## src/rtl/spi_pkg.sv

```systemverilog
// rtl/spi_pkg.sv - register map, CTRL bit positions and FSM states for spi_master_wb
package spi_pkg;

  localparam logic [4:0] ADR_DATA = 5'h00;
  localparam logic [4:0] ADR_CTRL = 5'h04;
  localparam logic [4:0] ADR_DIV  = 5'h08;
  localparam logic [4:0] ADR_SS   = 5'h0C;
  localparam logic [4:0] ADR_STAT = 5'h10;

  localparam int CTRL_GO   = 8;
  localparam int CTRL_CPOL = 9;
  localparam int CTRL_CPHA = 10;
  localparam int CTRL_LSB  = 11;
  localparam int CTRL_IE   = 12;
  localparam int CTRL_ASS  = 13;

  typedef enum logic [1:0] {IDLE, SHIFT, DONE} spi_state_e;

  function automatic logic [31:0] merge_bytes(input logic [31:0] old_val,
                                              input logic [31:0] wdata,
                                              input logic [3:0]  lanes);
    logic [31:0] res;
    for (int i = 0; i < 4; i++)
      res[i*8 +: 8] = lanes[i] ? wdata[i*8 +: 8] : old_val[i*8 +: 8];
    return res;
  endfunction

endpackage

```

## src/rtl/spi_clkgen.sv

```systemverilog
// rtl/spi_clkgen.sv - SPI clock divider with per-edge strobes
module spi_clkgen #(
  parameter int DIV_W = 16
) (
  input  logic             clk,
  input  logic             rst,
  input  logic             en,
  input  logic             cpol,
  input  logic [DIV_W-1:0] divider,
  output logic             sclk,
  output logic             pos_edge,
  output logic             neg_edge
);

  logic [DIV_W-1:0] cnt;
  logic             sclk_q;
  logic             tick;

  assign tick     = en && (cnt == '0);
  assign pos_edge = tick & ~sclk_q;
  assign neg_edge = tick &  sclk_q;
  // Outside a transfer the pin follows CPOL directly so a CPOL write shows at once.
  assign sclk     = en ? sclk_q : cpol;

  always_ff @(posedge clk) begin
    if (rst) begin
      cnt    <= '0;
      sclk_q <= 1'b0;
    end else if (!en) begin
      cnt    <= divider;
      sclk_q <= cpol;
    end else if (tick) begin
      cnt    <= divider;
      sclk_q <= ~sclk_q;
    end else begin
      cnt    <= cnt - 1'b1;
    end
  end

endmodule

```

## src/rtl/spi_master_wb.sv

```systemverilog
// rtl/spi_master_wb.sv - Wishbone-slave SPI master, all CPOL/CPHA modes, MSB/LSB first
// Optional SPI_AUTO_SS_EN: CTRL.ASS drives slave selects only while a transfer runs.
module spi_master_wb
  import spi_pkg::*;
#(
  parameter int MAX_CHAR = 32,
  parameter int SS_NB    = 8,
  parameter int DIV_W    = 16
) (
  input  logic             clk,
  input  logic             rst,
  input  logic [4:0]       adr,
  input  logic [31:0]      dout,
  output logic [31:0]      din,
  input  logic [3:0]       sel,
  input  logic             we,
  input  logic             stb,
  input  logic             cyc,
  output logic             ack,
  output logic             err,
  output logic             intp,
  output logic             transfer_in_progress,
  output logic             sclk,
  output logic             mosi,
  input  logic             miso,
  output logic [SS_NB-1:0] ss
);

  localparam int         IW   = (MAX_CHAR > 1) ? $clog2(MAX_CHAR) : 1;
  localparam logic [6:0] MAXC = 7'(MAX_CHAR);

  logic [MAX_CHAR-1:0] tx_reg, rx_reg, rx_sr;
  logic [6:0]          char_len, len_eff, edge_cnt, bit_n, last_edge;
  logic                go, cpol, cpha, lsb, ie, ass;
  logic [DIV_W-1:0]    div_reg;
  logic [SS_NB-1:0]    ss_reg;
  spi_state_e          state, state_nxt;
  logic                req, adr_ok, acc, busy, pos_edge, neg_edge, sclk_edge;
  logic [31:0]         rd_val, old_val, wr_val;

  assign req       = stb & cyc & ~ack & ~err;
  assign adr_ok    = (adr[1:0] == 2'b00) && (adr <= ADR_STAT);
  assign acc       = req & adr_ok;
  assign transfer_in_progress = (state == SHIFT);
  assign busy      = (state != IDLE) | go;
  assign len_eff   = (char_len == 7'd0 || char_len > MAXC) ? MAXC : char_len;
  assign last_edge = {len_eff[5:0], 1'b0} - 7'd1;
  assign bit_n     = {1'b0, edge_cnt[6:1]};
  assign sclk_edge = pos_edge | neg_edge;

  function automatic logic [IW-1:0] bit_pos(input logic [6:0] k);
    return IW'(lsb ? k : (len_eff - 7'd1 - k));
  endfunction

  spi_clkgen #(.DIV_W(DIV_W)) u_clkgen (
    .clk      (clk),
    .rst      (rst),
    .en       (transfer_in_progress),
    .cpol     (cpol),
    .divider  (div_reg),
    .sclk     (sclk),
    .pos_edge (pos_edge),
    .neg_edge (neg_edge)
  );

`ifdef SPI_AUTO_SS_EN
  assign ss = (ass && !transfer_in_progress) ? '1 : ~ss_reg;
`else
  assign ass = 1'b0;
  assign ss  = ~ss_reg;
`endif

  always_comb begin
    rd_val  = '0;
    old_val = '0;
    case (adr)
      ADR_DATA: begin rd_val = 32'(rx_reg); old_val = 32'(tx_reg); end
      ADR_CTRL: rd_val = {18'b0, ass, ie, lsb, cpha, cpol, go, 1'b0, char_len};
      ADR_DIV:  rd_val = 32'(div_reg);
      ADR_SS:   rd_val = 32'(ss_reg);
      ADR_STAT: rd_val = {30'b0, intp, transfer_in_progress};
      default:  rd_val = '0;
    endcase
    if (adr != ADR_DATA) old_val = rd_val;
  end

  assign wr_val = merge_bytes(old_val, dout, sel);

  always_ff @(posedge clk) begin
    if (rst) begin
      ack <= 1'b0; err <= 1'b0; din <= '0; intp <= 1'b0;
      tx_reg <= '0; rx_reg <= '0; char_len <= '0; div_reg <= '0; ss_reg <= '0;
      go <= 1'b0; cpol <= 1'b0; cpha <= 1'b0; lsb <= 1'b0; ie <= 1'b0;
`ifdef SPI_AUTO_SS_EN
      ass <= 1'b0;
`endif
    end else begin
      ack <= acc;
      err <= req & ~adr_ok;
      if (req) din <= adr_ok ? rd_val : '0;
      if (acc && we) begin
        case (adr)
          ADR_DATA: if (!busy) tx_reg <= wr_val[MAX_CHAR-1:0];
          ADR_CTRL: if (!busy) begin
            char_len <= wr_val[6:0];
            go       <= wr_val[CTRL_GO];
            cpol     <= wr_val[CTRL_CPOL];
            cpha     <= wr_val[CTRL_CPHA];
            lsb      <= wr_val[CTRL_LSB];
            ie       <= wr_val[CTRL_IE];
`ifdef SPI_AUTO_SS_EN
            ass      <= wr_val[CTRL_ASS];
`endif
          end
          ADR_DIV:  if (!busy) div_reg <= wr_val[DIV_W-1:0];
          ADR_SS:   ss_reg <= wr_val[SS_NB-1:0];
          default:  ;
        endcase
      end
      if (state == DONE) begin
        rx_reg <= rx_sr;
        go     <= 1'b0;
      end
      // A completion in the same cycle as a bus access keeps the interrupt raised.
      if (state == DONE && ie) intp <= 1'b1;
      else if (acc)            intp <= 1'b0;
    end
  end

  always_ff @(posedge clk) begin
    if (rst) state <= IDLE;
    else     state <= state_nxt;
  end

  always_comb begin
    state_nxt = state;
    case (state)
      IDLE:    if (go) state_nxt = SHIFT;
      SHIFT:   if (sclk_edge && edge_cnt == last_edge) state_nxt = DONE;
      DONE:    state_nxt = IDLE;
      default: state_nxt = IDLE;
    endcase
  end

  // Even edge counts are leading edges, odd are trailing.
  always_ff @(posedge clk) begin
    if (rst) begin
      edge_cnt <= '0;
      rx_sr    <= '0;
      mosi     <= 1'b0;
    end else if (state == IDLE && go) begin
      edge_cnt <= '0;
      rx_sr    <= '0;
      if (!cpha) mosi <= tx_reg[bit_pos(7'd0)];
    end else if (state == SHIFT && sclk_edge) begin
      edge_cnt <= edge_cnt + 7'd1;
      if (!edge_cnt[0]) begin
        if (cpha) mosi <= tx_reg[bit_pos(bit_n)];
        else      rx_sr[bit_pos(bit_n)] <= miso;
      end else begin
        if (cpha)                          rx_sr[bit_pos(bit_n)] <= miso;
        else if (bit_n + 7'd1 < len_eff)   mosi <= tx_reg[bit_pos(bit_n + 7'd1)];
      end
    end
  end

endmodule

```

## config.mk

```make
export PLATFORM = sky130hd
export DESIGN_NAME = spi_master_wb
export DESIGN_NICKNAME = d
export VERILOG_FILES = /design/src/rtl/spi_pkg.sv /design/src/rtl/spi_clkgen.sv /design/src/rtl/spi_master_wb.sv
export SDC_FILE = /design/constraint.sdc
export NUM_CORES = 1
export LEC_CHECK = 0
export CORE_UTILIZATION = 50
export CTS_BUF_LIST = sky130_fd_sc_hd__clkbuf_16
export CTS_CLUSTER_DIAMETER = 120
export DETAILED_ROUTE_END_ITERATION = 8
export DONT_BUFFER_PORTS = 1
export PLACE_DENSITY = 0.73
export SYNTH_ARGS = -nofsm -noshare
export SYNTH_HDL_FRONTEND = slang
export SYNTH_SLANG_ARGS = --single-unit
```

## constraint.sdc

```tcl
create_clock -name clk -period 10.4 [get_ports clk]
set_input_delay 1.56 -clock clk [delete_from_list [all_inputs] [get_ports clk]]
set_output_delay 1.56 -clock clk [all_outputs]
set_load 0.02 [all_outputs]
```

==> metrics.md, run 1 <==
| Metric | Value |
|---|---|
| Rel. slew slack | `18.47%` |
| Clock buffers created by TritonCTS | `17` |
| Latest clock arrival within the worst-skew pair | `450 ps` |
| First-pass GRT wire length | `41470 um` |
| Master of the slowest instance on the critical path | `sky130_fd_sc_hd__a21oi_1` |
| CP arrival | `4960 ps` |
| DR vias/cell | `6.147` |
| Aggregate negative setup slack | `0 ps` |
| Predominant post-synthesis flop cell | `sky130_fd_sc_hd__dfxtp_1` |
| Number of cells in the design after placement | `1368` |
| Clock sink count | `194` |
| Fill cell instance count of the final layout | `1698` |
| CTS tree | `done` |
| RSZ-0062 raised after global routing | `no` |
| Routability cong. | `0.9328` |
| Initial antenna violation count | `0` |
| Proportion of layout cells with a drive suffix above 1 | `7.719%` |
| Crit path largest cell delay | `760 ps` |
| DRT iter0 DRCs | `759` |
| Tot GR Track Use | `26.53%` |
| Die Width | `141.2 um` |
| Number of diodes | `0` |
| Maximum count of clock buffers along a single path | `2` |
| Router iterations before antenna repair | `5` |
| Leading post-synthesis cells by cell area | `sky130_fd_sc_hd__dfxtp_1 (40%), sky130_fd_sc_hd__a21oi_1 (5.8%), sky130_fd_sc_hd__nand2_1 (5.7%)` |
| Startpoint of the most critical register-to-register path | `char_len[0]` |
| Post-route standard cell area excluding fillers | `10400 um2` |
| Worst-Margin Slew | `1223 ps` |
| Count of warnings emitted by yosys | `0` |
| WP buf/inv | `1` |
| Library cell used as clock root buffer | `sky130_fd_sc_hd__clkbuf_16` |
| CP Cell Sequence | `or3b_1 -> ha_1 -> xnor2_1 -> inv_1 -> ha_1 -> nand2b_1 -> a21oi_1 -> a21oi_1 -> o21ai_0 -> o311ai_0 -> o22ai_1 -> o211ai_1` |
| Via count of the first global-routing pass | `7598` |
| Run status | `completed` |
| Starting density of the core | `51.45%` |
| Maximum Capacitance Violations | `0` |
| Path category of the worst min-delay check | `reg2reg` |
| Antenna Nets Post-Route | `0` |
| Final global-route overflow total | `0` |
| Count of unique library cells instantiated by Yosys | `72` |
| Critical Path Source Type | `register` |
| Post-synth ARST share | `0%` |
| Number of buffers inserted by post-CTS setup repair | `0` |
| Total via count after detailed routing | `8606` |
| Area inside the core boundary | `18830 um2` |
| Syn_nets | `1244` |
| Number of rows in the core area | `50` |
| Die outline height | `141.2 um` |
| Source of the worst hold timing path | `u_clkgen.sclk_q` |
| Setup crit start | `char_len[0]` |
| Crit Path Class | `reg2reg` |
| Most common cell in the netlist | `sky130_fd_sc_hd__dfxtp_1` |
| Ratio of total power to cell area | `139.3 nW/um2` |
| Synthesized area divided by synthesized cell count | `8.245 um2` |
| Total Die Area | `19940 um2` |
| Cell count after synthesis | `1175` |
| Share of the clock period used by the worst path after layout | `44.13%` |
| Synthesis-to-layout area growth | `7.310%` |
| Post-Synthesis Cell Area | `9688 um2` |
| Count of cells resized by post-cts repair | `0` |
| Non-filler cells in the finished layout | `1400` |
| Endpoint kind of the worst setup timing path | `register` |
| Critical path's top delay family | `compound AO/OA/AOI/OAI gates` |
| IO Pins | `93` |
| Nets | `1196` |
| Utilization after layout | `55.21%` |
| Achievable frequency | `217.9 MHz` |
| Port-buffer cells | `0` |
| Final-report hold violation count | `0` |
| Minimum clock period after layout | `4590 ps` |
| Fin Clk Skew | `8.389 ps` |
| Final-report setup violation count | `0` |
| Static leakage power | `3.513 nW` |
| Post-DR wirelength/cell | `18.78 um` |
| Top post-synthesis cells by count | `sky130_fd_sc_hd__dfxtp_1 (194), sky130_fd_sc_hd__nand2_1 (148), sky130_fd_sc_hd__nor2_1 (145)` |
| Wire length reported by the detailed router | `26300 um` |
| Synth top area share | `40.09%` |
| Maximum vdd drop | `0.09952 mV` |
| CTS clk-pin slew, worst paths | `70 ps` |
| Worst path required time | `10770 ps` |
| Pin count of the biggest net entering global routing | `147` |
| Yosys reg bits | `194` |
| Post-Place Cell Area | `9778 um2` |
| DRC violation count after routing | `0` |
| Total Power | `1.448 mW` |
| DP Wirelength | `18710 um` |
| Pins Over Slew Limit | `0` |
| CP max FO | `10` |
| H-Tree Level Count | `4` |
| Seq/Total Area, Yosys | `40.09%` |
| Leading area contributor after synthesis | `sky130_fd_sc_hd__dfxtp_1` |
| Hold-fix buffers, CTS | `0` |
| Number of enable flip-flop cells after synthesis | `0` |
[cells in the final DEF (no fill, tap or decap), types with 9 or more instances in the layout]
cell type / synthesis / layout
sky130_fd_sc_hd__dfxtp_1: 194 / 194
sky130_fd_sc_hd__nand2_1: 148 / 148
sky130_fd_sc_hd__nor2_1: 145 / 142
sky130_fd_sc_hd__a21oi_1: 113 / 113
sky130_fd_sc_hd__nand3_1: 62 / 62
sky130_fd_sc_hd__o21ai_0: 62 / 62
sky130_fd_sc_hd__mux2i_1: 54 / 54
sky130_fd_sc_hd__a211oi_1: 48 / 48
sky130_fd_sc_hd__inv_1: 26 / 26
sky130_fd_sc_hd__a22oi_1: 25 / 25
sky130_fd_sc_hd__nor3_1: 22 / 22
sky130_fd_sc_hd__ha_1: 20 / 20
sky130_fd_sc_hd__xnor2_1: 18 / 18
sky130_fd_sc_hd__clkbuf_16: 0 / 17
sky130_fd_sc_hd__nand2b_1: 12 / 12
sky130_fd_sc_hd__mux4_2: 11 / 11
sky130_fd_sc_hd__mux2_2: 10 / 10
sky130_fd_sc_hd__buf_4: 2 / 10
sky130_fd_sc_hd__xor2_1: 9 / 9
[worst register-to-register path: stages (launching register included)]
cell                       delay [ps]
sky130_fd_sc_hd__dfxtp_1          400
sky130_fd_sc_hd__or3b_1           580
sky130_fd_sc_hd__ha_1             340
sky130_fd_sc_hd__xnor2_1          720
sky130_fd_sc_hd__inv_1            220
sky130_fd_sc_hd__ha_1             370
sky130_fd_sc_hd__nand2b_1         110
sky130_fd_sc_hd__a21oi_1           70
sky130_fd_sc_hd__a21oi_1          760
sky130_fd_sc_hd__o21ai_0          230
sky130_fd_sc_hd__o311ai_0         360
sky130_fd_sc_hd__o22ai_1          150
sky130_fd_sc_hd__o211ai_1         200
[metrics by stage]
stage | setup slack (ps) | hold WS, ps
floorplan | 6812 | 413.3
global placement | 6084 | 420.1
detailed placement | 5988 | 426.5
CTS | 5959 | 437.5
global route | 5560 | 463.1
finish | 5810 | 443.8
[routing by layer]
layer  track usage, %  wire length (um)
met5                0                 0
met4            10.58               662
met3            5.537              2432
met2            40.13             11540
met1            36.79             11660
[cell type report]
type / instances / area [um2] / share of cell area, %
clock inverter: 15 / 192.7 / 1.853
inverter: 27 / 106.4 / 1.023
tap: 260 / 325.3 / 3.129
sequential: 194 / 3884 / 37.36
timing repair buffer: 10 / 75.07 / 0.7221
clock buffer: 17 / 425.4 / 4.092
multi-input combinational: 877 / 5388 / 51.82
[cell families after synthesis]
family,after synthesis,synth area share [%]
AOI/OAI and AO/OA,299,18.93
DFF,194,40.09
xor gates and xnor gates,27,2.441
buffers and inverters,104,4.455
muxes,77,9.596
other,1,0.03871
and+or+nand+nor,451,21.45
adders and majority gates,22,2.996
[final timing paths]
kind / end / slack, ps / cells after the start
max: mosi / 5810 / 12
min: u_clkgen.sclk_q / 440 / 1
max reg2reg: mosi / 5810 / 12
min reg2reg: u_clkgen.sclk_q / 440 / 1
[where the power goes]
| part | switching [mW] | total, mW | internal, mW |
|---|---|---|---|
| registers | 0.00258 | 0.746 | 0.743 |
| logic | 0.0176 | 0.0247 | 0.00701 |
| clock network | 0.330 | 0.677 | 0.347 |
No activity file was read; power rests on OpenSTA's default activity.
==> run 2: changes to the inputs <==
ABC_AREA = 1   (was default)
clock period = 4.4 ns   (was 10.4 ns; I/O delays follow)
==> metrics.md, run 2 <==
| Metric | Value |
|---|---|
| Proportion of layout cells with a drive suffix above 1 | `6.034% (-1.7 points)` |
| Final global-route overflow total | `0 (unchanged)` |
| Number of rows in the core area | `51 (+2.0%)` |
| Final-report hold violation count | `0 (unchanged)` |
| Worst path required time | `4680 ps (-6090 ps)` |
| Endpoint kind of the worst setup timing path | `register` |
| Count of unique library cells instantiated by Yosys | `46 (-36%)` |
| Uppermost layer routed | `met4` |
| Most common cell after layout, fill and taps aside | `sky130_fd_sc_hd__nand2_1` |
| Syn_nets | `1564 (+26%)` |
| Synthesized area divided by synthesized cell count | `6.754 um2 (-18%)` |
| CTS clk-pin slew, worst paths | `80 ps (about the same)` |
| Endpoint of the most critical register-to-register path | `rx_sr[12]` |
| Leading post-synthesis cells by cell area | `sky130_fd_sc_hd__dfxtp_1 (38%), sky130_fd_sc_hd__nand2_1 (10%), sky130_fd_sc_hd__o21ai_0 (8.5%)` |
| Fin Clk Skew | `14.82 ps (+6.433 ps)` |
| IO Pins | `93 (unchanged)` |
| Maximum Capacitance Violations | `0 (unchanged)` |
| Total Die Area | `20770 um2 (+4.2%)` |
| Setup crit start | `char_len[2]` |
| Pin count of the biggest net entering global routing | `49 (-67%)` |
| Most common cell in the netlist | `sky130_fd_sc_hd__nand2_1` |
| Run status | `completed` |
| Minimum clock period after layout | `3954 ps (-636.1 ps)` |
| DRC violation count after routing | `0 (unchanged)` |
| Worst Hold Endpoint | `din[31]` |
| Pins Over Slew Limit | `0 (unchanged)` |
| Die outline height | `144.1 um (+2.1%)` |
| DP Wirelength | `21270 um (+14%)` |
| First-pass GRT wire length | `46130 um (+11%)` |
| Path category of the worst min-delay check | `in2reg` |
| Crit Path Class | `reg2reg` |
| Commonest non-fill, non-tap cells in the layout | `sky130_fd_sc_hd__nand2_1 (272), sky130_fd_sc_hd__dfxtp_1 (194), sky130_fd_sc_hd__inv_1 (187)` |
| Met2 WL | `13590 um (+18%)` |
| Antenna Nets Post-Route | `0 (unchanged)` |
| Port-buffer cells | `0 (unchanged)` |
| Synth top area share | `38.46% (-1.6 points)` |
| Final worst slack | `446.1 ps (-5364 ps)` |
| Wire length on met3 | `2358 um (-3.0%)` |
| Latest clock arrival within the worst-skew pair | `450 ps (about the same)` |
| Flop-to-flop setup slack | `450 ps (-5360 ps)` |
| Cell count after synthesis | `1495 (+27%)` |
| H-Tree Level Count | `4 (unchanged)` |
| Startpoint of the most critical register-to-register path | `char_len[2]` |
| Number of buffers inserted by post-CTS setup repair | `0 (unchanged)` |
| Yosys reg bits | `194 (unchanged)` |
| Static leakage power | `4.546 nW (+29%)` |
| CP Cell Sequence | `nor2_1 -> nand3_1 -> nand2_1 -> nand2_1 -> nand2_1 -> ha_1 -> inv_1 -> nand2_1 -> nand2_1 -> inv_1 -> ha_1 -> a21oi_1 -> nand2_1 -> nand2_1 -> nand3_1 -> nand2_1 -> clkinv_1 -> nor3_2 -> nand2_1 -> nor2_1 -> a211oi_1` |
| Final-report setup violation count | `0 (unchanged)` |
| Clock buffers created by TritonCTS | `17 (unchanged)` |
| Utilization after layout | `55.18% (about the same)` |
| Initial antenna violation count | `1 (+1)` |
| RSZ-0062 raised after global routing | `no` |
| Worst-Margin Slew | `1186 ps (-37.42 ps)` |
| Rel. slew slack | `20.88% (+2.4 points)` |
| Total via count after detailed routing | `9719 (+13%)` |
| CP arrival | `4230 ps (-730 ps)` |
| CP max FO | `12 (+2)` |
| Nets | `1531 (+28%)` |
| Count of warnings emitted by yosys | `0 (unchanged)` |
| Non-filler cells in the finished layout | `1741 (+24%)` |
| Share of the clock period used by the worst path after layout | `89.86% (+46 points)` |
| Tot GR Track Use | `28.89% (+2.4 points)` |
| Ratio of total power to cell area | `311.6 nW/um2 (+120%)` |
| Aggregate negative setup slack | `0 ps (unchanged)` |
| Placement-stage worst setup slack | `563.5 ps (-5425 ps)` |
| Die Width | `144.1 um (+2.1%)` |
| Maximum count of clock buffers along a single path | `2 (unchanged)` |
| Area inside the core boundary | `19650 um2 (+4.4%)` |
| DRT iter0 DRCs | `905 (+19%)` |
| Source of the worst hold timing path | `rst` |
| Met1 wire length | `12520 um (+7.4%)` |
| Leading area contributor after synthesis | `sky130_fd_sc_hd__dfxtp_1` |
| DR vias/cell | `5.582 (-9.2%)` |
| Via count of the first global-routing pass | `8913 (+17%)` |
| Master of the slowest instance on the critical path | `sky130_fd_sc_hd__dfxtp_1` |
| Seq/Total Area, Yosys | `38.46% (-1.6 points)` |
| Routability cong. | `0.9573 (+2.6%)` |
| Top post-synthesis cells by count | `sky130_fd_sc_hd__nand2_1 (272), sky130_fd_sc_hd__dfxtp_1 (194), sky130_fd_sc_hd__inv_1 (188)` |
| Critical path's top delay family | `simple AND/OR/NAND/NOR gates` |
| Number of enable flip-flop cells after synthesis | `0 (unchanged)` |
| WP buf/inv | `3 (+2)` |
| Critical Path Source Type | `register` |
| Router iterations before antenna repair | `6 (+1)` |
| Starting density of the core | `51.38% (-0.073 points)` |
| Post-DR wirelength/cell | `16.78 um (-11%)` |
| Crit path largest cell delay | `480 ps (-280 ps)` |
| Post-synth ARST share | `0% (unchanged)` |
| Synthesis-to-layout area growth | `7.398% (about the same)` |
| Clock sink count | `194 (unchanged)` |
| Hold Crit Depth | `1 (unchanged)` |
| Total Power | `3.379 mW (+130%)` |
| Library cell used as clock root buffer | `sky130_fd_sc_hd__clkbuf_16` |
| Fill cell instance count of the final layout | `1968 (+16%)` |
| Wire length reported by the detailed router | `29220 um (+11%)` |
| Number of cells in the design after placement | `1708 (+25%)` |
| Predominant post-synthesis flop cell | `sky130_fd_sc_hd__dfxtp_1` |
| Achievable frequency | `252.9 MHz (+16%)` |
| Post-Synthesis Cell Area | `10100 um2 (+4.2%)` |
| Reg2Reg Depth | `21 (+9)` |
| Count of cells resized by post-cts repair | `0 (unchanged)` |
| Cell repeated most along the worst path | `sky130_fd_sc_hd__nand2_1` |
| Hold-fix buffers, CTS | `0 (unchanged)` |
| CTS tree | `done` |
| Maximum vdd drop | `0.2706 mV (+170%)` |
## run 2: cell types whose count changed in the layout (fill, tap and decap cells not counted), sizes merged, moves of 9 or more
cell,change
nand2,+130
a22oi,-25
mux4,-11
nand3,+83
o21ai,+109
a211oi,-30
or3,-9
xnor2,-16
nand2b,-12
a21oi,+34
mux2,-11
mux2i,-55
inv,+177
nand4,+23
## run 2: final cells by class
class	count	area, um2	share of cell area [%]
clock inverters	15	165.2	1.523
flip-flops and latches	194	3884	35.81
inverters	206	773.2	7.130
diodes	1	2.502	0.02308
repair buffers	16	120.1	1.108
clock buffers	17	425.4	3.923
well taps	265	331.6	3.058
multi-input cells	1027	5142	47.42
## run 2: per-layer routing
layer / GRT usage, % / vias to the layer above
met1: 36.50 / 4440
met3: 7.252 / 59
li1: - / 4881
met4: 11.42 / 0
met2: 46.99 / 339
met5: 0 / -
## run 2: through the flow
step	instance area, um2	hold slack [ps]
after floorplan	10100	424.5
after global routing	10840	253.6
after global placement	10250	435.1
after detailed placement	10250	445.0
final	10840	269.8
after CTS	10840	260.8
## run 2: where the power goes
part / switching, mW / leakage, nW / internal, mW
clock: 0.778 / 0.283 / 0.761
combinational: 0.0621 / 2.70 / 0.0173
sequential: 0.00469 / 1.56 / 1.76
## run 2: kinds of logic after synthesis
logic type	Yosys count	synth area share, %
simple gates	617	27.01
compound gates	375	19.96
buf+inv	274	10.61
flops	194	38.46
fa+ha+maj	22	2.875
xor+xnor	12	1.041
other cells	1	0.03714
## run 2: how the worst max path moves through the flow
stage | to | slack, ps | depth (start not counted)
2_1_floorplan | mosi | 1130 | 26
3_3_place_gp | rx_sr[12] | 770 | 21
3_5_place_dp | rx_sr[12] | 560 | 21
4_1_cts | rx_sr[12] | 550 | 21
5_1_grt | rx_sr[12] | 30 | 21
6_report | rx_sr[12] | 450 | 21
## run 2: worst reg2reg max path, delay by kind of cell, from the launching register on
family                     cells  cell delay, ps
and+or+nand+nor               14            1970
adders and majority gates      2             600
buffers and inverters          3             490
DFF                            1             480
AOI/OAI and AO/OA              2             260
==> run 3: changes to the inputs <==
BUFFER_PORTS_ARGS = -buffer_cell sky130_fd_sc_hd__buf_2   (was default)
DONT_BUFFER_PORTS = default   (was 1)
PLACE_DENSITY = 0.77   (was 0.73)
==> metrics.md, run 3 (synthesized netlist as in run 2, its figures left out) <==
| Metric | Value |
|---|---|
| Post-route standard cell area excluding fillers | `11400 um2 (+5.1%)` |
| Total via count after detailed routing | `10230 (+5.3%)` |
| Maximum vdd drop | `0.2608 mV (-3.6%)` |
| Run status | `completed` |
| DRT iter0 DRCs | `902 (-0.33%)` |
| Number of buffers inserted by post-CTS setup repair | `0 (unchanged)` |
| Part of the total power dissipated in sequential elements | `49.3% (-2.8 points)` |
| DR vias/cell | `5.571 (-0.20%)` |
| Initial antenna violation count | `0 (-1)` |
| Crit Path Class | `reg2reg` |
| CTS clk-pin slew, worst paths | `80 ps (about the same)` |
| Die Width | `144.1 um (unchanged)` |
| CP arrival | `4230 ps (about the same)` |
| H-Tree Level Count | `4 (unchanged)` |
| Number of diodes | `0 (-1)` |
| Fill cell instance count of the final layout | `1910 (-2.9%)` |
| Static leakage power | `5.013 nW (+10%)` |
| Hold-fix buffers, CTS | `0 (unchanged)` |
| Maximum count of clock buffers along a single path | `2 (unchanged)` |
| Achievable frequency | `258.3 MHz (+2.1%)` |
| Aggregate negative setup slack | `0 ps (unchanged)` |
| Total Die Area | `20770 um2 (unchanged)` |
| Post-DR wirelength/cell | `16.15 um (-3.8%)` |
| Power Internal | `2.603 mW (+2.7%)` |
| Count of cells resized by post-cts repair | `0 (unchanged)` |
| Clock buffers created by TritonCTS | `17 (unchanged)` |
| Utilization after layout | `58.00% (+2.8 points)` |
| Final-report hold violation count | `0 (unchanged)` |
| Router iterations before antenna repair | `8 (+2)` |
| Number of rows in the core area | `51 (unchanged)` |
| Startpoint of the most critical register-to-register path | `char_len[2]` |
| Post-Place Cell Area | `10750 um2 (+4.9%)` |
| Fin Clk Skew | `16.24 ps (+1.422 ps)` |
| RSZ-0062 raised after global routing | `no` |
| WP buf/inv | `4 (+1)` |
| Part of the total power dissipated in combinational logic | `3.5% (+1.2 points)` |
| Worst-Margin Slew | `1236 ps (+49.99 ps)` |
| Final global-route overflow total | `0 (unchanged)` |
| Switching power total | `0.9595 mW (+14%)` |
| CP max FO | `12 (unchanged)` |
| Pin count of the biggest net entering global routing | `48 (-2.0%)` |
| Nets | `1628 (+6.3%)` |
| Routability cong. | `0.9745 (+1.8%)` |
| CP Cell Sequence | `inv_2 -> nand2_1 -> nor2_1 -> nand2_1 -> nand2_1 -> nand2_1 -> ha_1 -> inv_1 -> nand2_1 -> nand2_1 -> inv_1 -> ha_1 -> a21oi_1 -> nand2_1 -> nand2_1 -> nand3_1 -> nand2_1 -> clkinv_1 -> nor3_2 -> nand2_1 -> a211oi_1` |
| Tot GR Track Use | `29.33% (+0.44 points)` |
| Maximum Capacitance Violations | `0 (unchanged)` |
| Clock network fraction of total power | `47.2% (+1.7 points)` |
| Critical path's top delay family | `simple AND/OR/NAND/NOR gates` |
| Endpoint kind of the worst setup timing path | `register` |
| Cell repeated most along the worst path | `sky130_fd_sc_hd__nand2_1` |
| Synthesis-to-layout area growth | `12.90%` |
| Non-filler cells in the finished layout | `1837 (+5.5%)` |
| Worst path required time | `4760 ps (+80 ps)` |
| Number of cells in the design after placement | `1805 (+5.7%)` |
| Worst Hold Endpoint | `rx_reg[0]` |
| Worst hold margin | `458.3 ps (+188.5 ps)` |
| Critical Path Source Type | `register` |
| Rel. slew slack | `17.54% (-3.3 points)` |
| Total area of sequential cells | `3884 um2 (unchanged)` |
| Die outline height | `144.1 um (unchanged)` |
| Wire length reported by the detailed router | `29670 um (+1.5%)` |
| IO Pins | `93 (unchanged)` |
| Clock sink count | `194 (unchanged)` |
| DRC violation count after routing | `0 (unchanged)` |
| Crit path largest cell delay | `450 ps (-30 ps)` |
| Via count of the first global-routing pass | `9471 (+6.3%)` |
| Ratio of total power to cell area | `312.5 nW/um2 (+0.29%)` |
| Flop-to-flop setup slack | `530 ps (+80 ps)` |
| Hold Crit Depth | `2 (+1)` |
| Share of the clock period used by the worst path after layout | `87.99% (-1.9 points)` |
| Endpoint of the most critical register-to-register path | `rx_sr[12]` |
| Commonest non-fill, non-tap cells in the layout | `sky130_fd_sc_hd__nand2_1 (272), sky130_fd_sc_hd__dfxtp_1 (194), sky130_fd_sc_hd__inv_1 (187)` |
| Final-report setup violation count | `0 (unchanged)` |
| Placement-stage worst setup slack | `628.6 ps (+65.10 ps)` |
| Master of the slowest instance on the critical path | `sky130_fd_sc_hd__nor3_2` |
| Area of the multi-input gates | `5142 um2 (unchanged)` |
| Library cell used as clock root buffer | `sky130_fd_sc_hd__clkbuf_16` |
| Starting density of the core | `51.38% (unchanged)` |
| Minimum clock period after layout | `3872 ps (-82.28 ps)` |
| Latest clock arrival within the worst-skew pair | `450 ps (about the same)` |
| Path category of the worst min-delay check | `reg2reg` |
| Antenna Nets Post-Route | `0 (unchanged)` |
| Proportion of layout cells with a drive suffix above 1 | `11.96% (+5.9 points)` |
| Port-buffer cells | `92 (+92)` |
| DP Wirelength | `21460 um (+0.86%)` |
| Switching fraction of total power | `26.94% (+1.9 points)` |
| Source of the worst hold timing path | `rx_reg[0]` |
| CTS tree | `done` |
| Reg2Reg Depth | `21 (unchanged)` |
| Area inside the core boundary | `19650 um2 (unchanged)` |
| Pins Over Slew Limit | `0 (unchanged)` |
| Final worst slack | `528.4 ps (+82.28 ps)` |
| Total Power | `3.562 mW (+5.4%)` |
| Most common cell after layout, fill and taps aside | `sky130_fd_sc_hd__nand2_1` |
| First-pass GRT wire length | `47130 um (+2.2%)` |
| Cell depth of the worst setup path | `21 (unchanged)` |
[run 3: power by group through the flow]
stage | logic, mW | registers [mW] | clock network, mW
2_1_floorplan | 0.0661 | 1.80 | 0
3_3_place_gp | 0.119 | 1.80 | 0
3_5_place_dp | 0.120 | 1.80 | 0
4_1_cts | 0.121 | 1.76 | 1.69
5_1_grt | 0.133 | 1.76 | 1.78
6_report | 0.124 | 1.76 | 1.68
[run 3: final cells by class]
class / instances / area share, %
repair buffers: 113 / 5.422
clock buffers: 17 / 3.732
clock inverters: 15 / 1.976
well taps: 265 / 2.909
flip-flops and latches: 194 / 34.07
multi-input cells: 1027 / 45.11
inverters: 206 / 6.783
[run 3: how the worst max path moves through the flow]
stage / from / to / slack (ps)
2_1_floorplan: char_len[3] / mosi / 1130
3_3_place_gp: char_len[2] / rx_sr[12] / 780
3_5_place_dp: char_len[2] / rx_sr[12] / 630
4_1_cts: char_len[2] / rx_sr[12] / 610
5_1_grt: char_len[2] / rx_sr[12] / 80
6_report: char_len[2] / rx_sr[12] / 530
[run 3: routing by layer]
metal,wire length (um),vias to the layer above,track usage [%]
met4,874,0,12.77
li1,-,5056,-
met3,2380,62,5.364
met1,12500,4695,37.33
met5,0,-,0
met2,13920,421,48.36
[run 3: worst reg2reg max path, cell delays in order, from the launching register on]
cell,delay (ps)
sky130_fd_sc_hd__dfxtp_1,400
sky130_fd_sc_hd__inv_2,90
sky130_fd_sc_hd__nand2_1,70
sky130_fd_sc_hd__nor2_1,120
sky130_fd_sc_hd__nand2_1,50
sky130_fd_sc_hd__nand2_1,210
sky130_fd_sc_hd__nand2_1,130
sky130_fd_sc_hd__ha_1,240
sky130_fd_sc_hd__inv_1,60
sky130_fd_sc_hd__nand2_1,60
sky130_fd_sc_hd__nand2_1,60
sky130_fd_sc_hd__inv_1,60
sky130_fd_sc_hd__ha_1,360
sky130_fd_sc_hd__a21oi_1,190
sky130_fd_sc_hd__nand2_1,70
sky130_fd_sc_hd__nand2_1,60
sky130_fd_sc_hd__nand3_1,60
sky130_fd_sc_hd__nand2_1,350
sky130_fd_sc_hd__clkinv_1,360
sky130_fd_sc_hd__nor3_2,450
sky130_fd_sc_hd__nand2_1,130
sky130_fd_sc_hd__a211oi_1,220
